File: src/rtl/cr_kme_fifo_unpacker.sv
// Pops 65-bit {eof, data} entries from the KME staging FIFO and serialises each
// into two 32-bit beats, reporting per-frame word counts and overlong frames.
module cr_kme_fifo_unpacker #(
  parameter int MAX_WORDS = 512,
  parameter bit LSW_FIRST = 1'b0
) (
  input  logic        clk,
  input  logic        rst_n,
  input  logic [64:0] fifo_out,
  input  logic        fifo_out_valid,
  output logic        fifo_out_ack,
  output logic [31:0] out_data,
  output logic        out_valid,
  output logic        out_last,
  input  logic        out_ready,
  output logic        frame_done,
  output logic [15:0] frame_words,
  output logic        err_overlong
);

  // Handshake: a beat transfers in any cycle where out_valid and out_ready are
  // both high; a FIFO entry is consumed in any cycle where fifo_out_ack is high.
  typedef enum logic [1:0] {EMPTY, FIRST, SECOND} state_t;

  state_t      state, state_nxt;
  logic [64:0] hold_q;
  logic [15:0] count, count_inc, count_nxt;
  logic        ovl_flag, ovl_fire, pop, frame_end;
  logic [31:0] first_half, second_half;

  always_comb begin
    state_nxt = state;
    pop       = 1'b0;
    case (state)
      EMPTY: begin
        pop = fifo_out_valid;
        if (pop) state_nxt = FIRST;
      end
      FIRST: begin
        if (out_ready) state_nxt = SECOND;
      end
      SECOND: begin
        if (out_ready) begin
          pop       = fifo_out_valid;
          state_nxt = pop ? FIRST : EMPTY;
        end
      end
      default: state_nxt = EMPTY;
    endcase
  end

  // No pop may be issued while reset is held, even though state reads EMPTY.
  assign fifo_out_ack = pop & rst_n;

  assign frame_end = (state == SECOND) && out_ready && hold_q[64];
  assign count_inc = (count == 16'hFFFF) ? count : count + 16'd1;

  always_comb begin
    count_nxt = count;
    if (frame_end) count_nxt = pop ? 16'd1 : 16'd0;
    else if (pop)  count_nxt = count_inc;
  end

  // A frame-end in the same cycle clears the flag, so the new frame may fire.
  assign ovl_fire = pop && ({1'b0, count_nxt} == 17'(MAX_WORDS + 1)) &&
                    (!ovl_flag || frame_end);

  assign first_half  = LSW_FIRST ? hold_q[31:0]  : hold_q[63:32];
  assign second_half = LSW_FIRST ? hold_q[63:32] : hold_q[31:0];

  always_comb begin
    out_valid = 1'b0;
    out_last  = 1'b0;
    out_data  = '0;
    case (state)
      FIRST: begin
        out_valid = 1'b1;
        out_data  = first_half;
      end
      SECOND: begin
        out_valid = 1'b1;
        out_data  = second_half;
        out_last  = hold_q[64];
      end
      default: ;
    endcase
  end

  always_ff @(posedge clk or negedge rst_n) begin
    if (!rst_n) begin
      state        <= EMPTY;
      hold_q       <= '0;
      count        <= '0;
      ovl_flag     <= 1'b0;
      frame_words  <= '0;
      frame_done   <= 1'b0;
      err_overlong <= 1'b0;
    end else begin
      state        <= state_nxt;
      if (pop) hold_q <= fifo_out;
      count        <= count_nxt;
      ovl_flag     <= frame_end ? ovl_fire : (ovl_flag | ovl_fire);
      frame_done   <= frame_end;
      if (frame_end) frame_words <= count;
      err_overlong <= ovl_fire;
    end
  end

endmodule

File: config.mk
export PLATFORM = sky130hd
export DESIGN_NAME = cr_kme_fifo_unpacker
export DESIGN_NICKNAME = d
export VERILOG_FILES = /design/src/rtl/cr_kme_fifo_unpacker.sv
export SDC_FILE = /design/constraint.sdc
export NUM_CORES = 1
export LEC_CHECK = 0
export ABC_CLOCK_PERIOD_IN_PS = 6000
export BUFFER_PORTS_ARGS = -buffer_cell sky130_fd_sc_hd__buf_2
export CORE_ASPECT_RATIO = 0.6
export CORE_UTILIZATION = 58
export CTS_CLUSTER_SIZE = 40
export DETAILED_ROUTE_END_ITERATION = 8
export PLACE_DENSITY = 0.84
export REMOVE_ABC_BUFFERS = 1
export SYNTH_ARGS = -nofsm -noshare
export SYNTH_HDL_FRONTEND = slang
export SYNTH_SLANG_ARGS = --single-unit
File: constraint.sdc
create_clock -name clk -period 6 [get_ports clk]
set_input_delay 0.9 -clock clk [delete_from_list [all_inputs] [get_ports clk]]
set_output_delay 0.9 -clock clk [all_outputs]
set_load 0.02 [all_outputs]
==> impl_metrics.toml <==
[sta]
rsz0062_at_grt = "no"
hold_ws_ns = 0.462
tns_ns = 0
tightest_slew_ns = 0.976
min_period_ns = 3.14
final.period_utilization = 0.524
fin_worst_skew_ns = 0.00648
finalMaxSlewViolations = 0
fmax_mhz = 318
final-setup-viol-count = 0
hold_violations = 0
max-slew-margin-rel = 0.346

[layout]
layout-drive-gt1-share = 0.233
antenna_cells = 0
final_common_cell = "nand2_1"
area_growth_pct = 19.0
fill_cells = 600
utilization = 0.729
final_cells = 783
layout_common_cells = "249 x nand2_1, 120 x buf_2, 102 x dfrtp_1, 32 x a22oi_1, 32 x nor2b_1"
fin_nets = 745

[drt]
wl_per_cell_um = 16.1
via_count = 4418
ant_nets = 0
totalWireLength_um = 12600
firstDrtPassIters = 5
avgViaCountPerCell = 5.64
drt_drc_violations_left = 0
drtIter0Drc = 333

[pwr]
leakage_uw = 0.00311
powerDensity_nw_per_um2 = 468
p_total_uw = 2750
vdd_drop_max_mv = 0.294

[floorplanning]
rows = 25
die_area_um2 = 8880
die_w_um = 121
ios = 122
core_area_um2 = 8040
die_h_um = 73.4
start_util = 0.613

[clocking]
cts-root-buf = "clkbuf_16"
holdBufCountCts = 0
htreeDepth = 3
clkTransAtPathRegs_ns = 0.07
post_cts_buffers = 0
clk_path_buf_depth = 2
numCtsBuffers = 9
cts_tree = "done"
cts_resized = 0
cts_sinks = 102
worstSkewPairLatency_ns = 0.34

[synthesis]
muxShareOfSynthArea = 0.00432
syn-mean-instance-area_um2 = 8.67
yosys.area_share.simple = 0.323
ys_types = 54
synth_warnings = 0
synth_compound_area_frac = 0.0945
netlist_area_um2 = 4920
synth-xor-area-share = 0.00889
synth_top_family_by_area = "simple AND/OR/NAND/NOR gates"
synth_edf_count = 0
synth_seq_cells = 102
synthFlopType = "dfrtp_1"
synth_async_sr_flop_share = 1.00
syn_inst = 568
synthAdderAreaFrac = 0.0152
yosysSeqAreaShare = 0.518

[grt]
grt_max_degree = 68
grt_pass1_vias = 4079
grt_first_pass_wirelength_um = 19900
grt_overflow = 0
grt.total_usage = 0.294
antenna_found_initial = 0

[worst_setup_path]
crit_path_max_fanout = 33
crit_family = "adder cells"
cp_slowest_cell = "ha_1"
required_ns = 5.10
cp-end-kind = "output pin"
path_buf_inv = 2
reg2reg_from = "state[0]"
critPathMaxStageDelay_ns = 0.90
crit_start = "state[0]"
arrival_ns = 2.24
critical_path_class = "flip-flop to output pin"
worstPathCellList = "inv_1, ha_1, nor2b_1, buf_2"
start_kind = "flip-flop"

[placement]
io_buffer_count = 121
post-dp-hpwl_um = 8490
dp_cells = 767
place.gp.congestion = 0.940

[status]
status = "complete, no violations"

[run]
max_cap_violations = 0

[hold_path]
worstHoldStart = "ovl_flag"
hold_class = "flip-flop to flip-flop"
==> power by group <==
| group | leakage, µW | internal, µW | switching (µW) |
|---|---|---|---|
| Combinational | 0.00166 | 382 | 697 |
| Clock | 0.000144 | 335 | 238 |
| Sequential | 0.00131 | 930 | 162 |
| Total | 0.00311 | 1650 | 1100 |
==> per-stage QoR <==
stage | worst slack (ns) | area, µm²
floorplan | 1.29 | 4770
global placement | 3.18 | 5570
detailed placement | 3.13 | 5570
CTS | 2.86 | 5860
global route | 2.72 | 5860
finish | 2.86 | 5860
==> cells by family after synthesis <==
family,count (synthesis)
buf+inv,42
simple gates,346
fa+ha+maj,6
compound gates,65
mux,2
flops,102
xor+xnor,5
==> sequential cells by signal (all words and copies together), names as in the netlist <==
name	count
hold_q	65
count	16
frame_words	16
state	2
err_overlong	1
frame_done	1
ovl_flag	1
==> metal layers <==
layer / global-route usage / wire length, µm
met1: 0.421 / 5690
met2: 0.460 / 5720
met3: 0.0745 / 1080
met4: 0.0480 / 85
met5: 0.0284 / 0
==> synth_stat cells, types with 5 or more instances <==
library cell | n | area, µm²
nor2_1 | 16 | 60.1
o21ai_0 | 6 | 30.0
ha_1 | 6 | 75.1
clkbuf_1 | 20 | 75.1
a22oi_1 | 32 | 240
nor3_1 | 10 | 50.1
a21oi_1 | 8 | 40.0
dfrtp_1 | 102 | 2550
nand3_1 | 6 | 30.0
inv_1 | 5 | 18.8
buf_1 | 9 | 33.8
nor2b_1 | 32 | 200
nand4_1 | 5 | 31.3
nand2_1 | 250 | 938
==> worst paths after layout <==
kind / endpoint / slack (ns) / cells after the start
max in group asynchronous: hold_q[30] / 4.27 / 2
hold reg to reg: err_overlong / 0.46 / 1
min in group asynchronous: hold_q[36] / 0.56 / 1
setup / recovery: out_data[19] / 2.86 / 4
hold / removal: err_overlong / 0.46 / 1
setup reg to reg: err_overlong / 3.05 / 10
==> area by class of cell <==
class,instances,area (µm²),share of cell area
clock buffer,13,250,0.0427
clock inverter,3,43.8,0.00747
inverter,6,22.5,0.00384
multi-input combinational,424,2200,0.376
sequential,102,2550,0.435
tap,108,135,0.0231
timing repair buffer,127,653,0.111
Note: power is estimated with default switching activity, not from simulation.
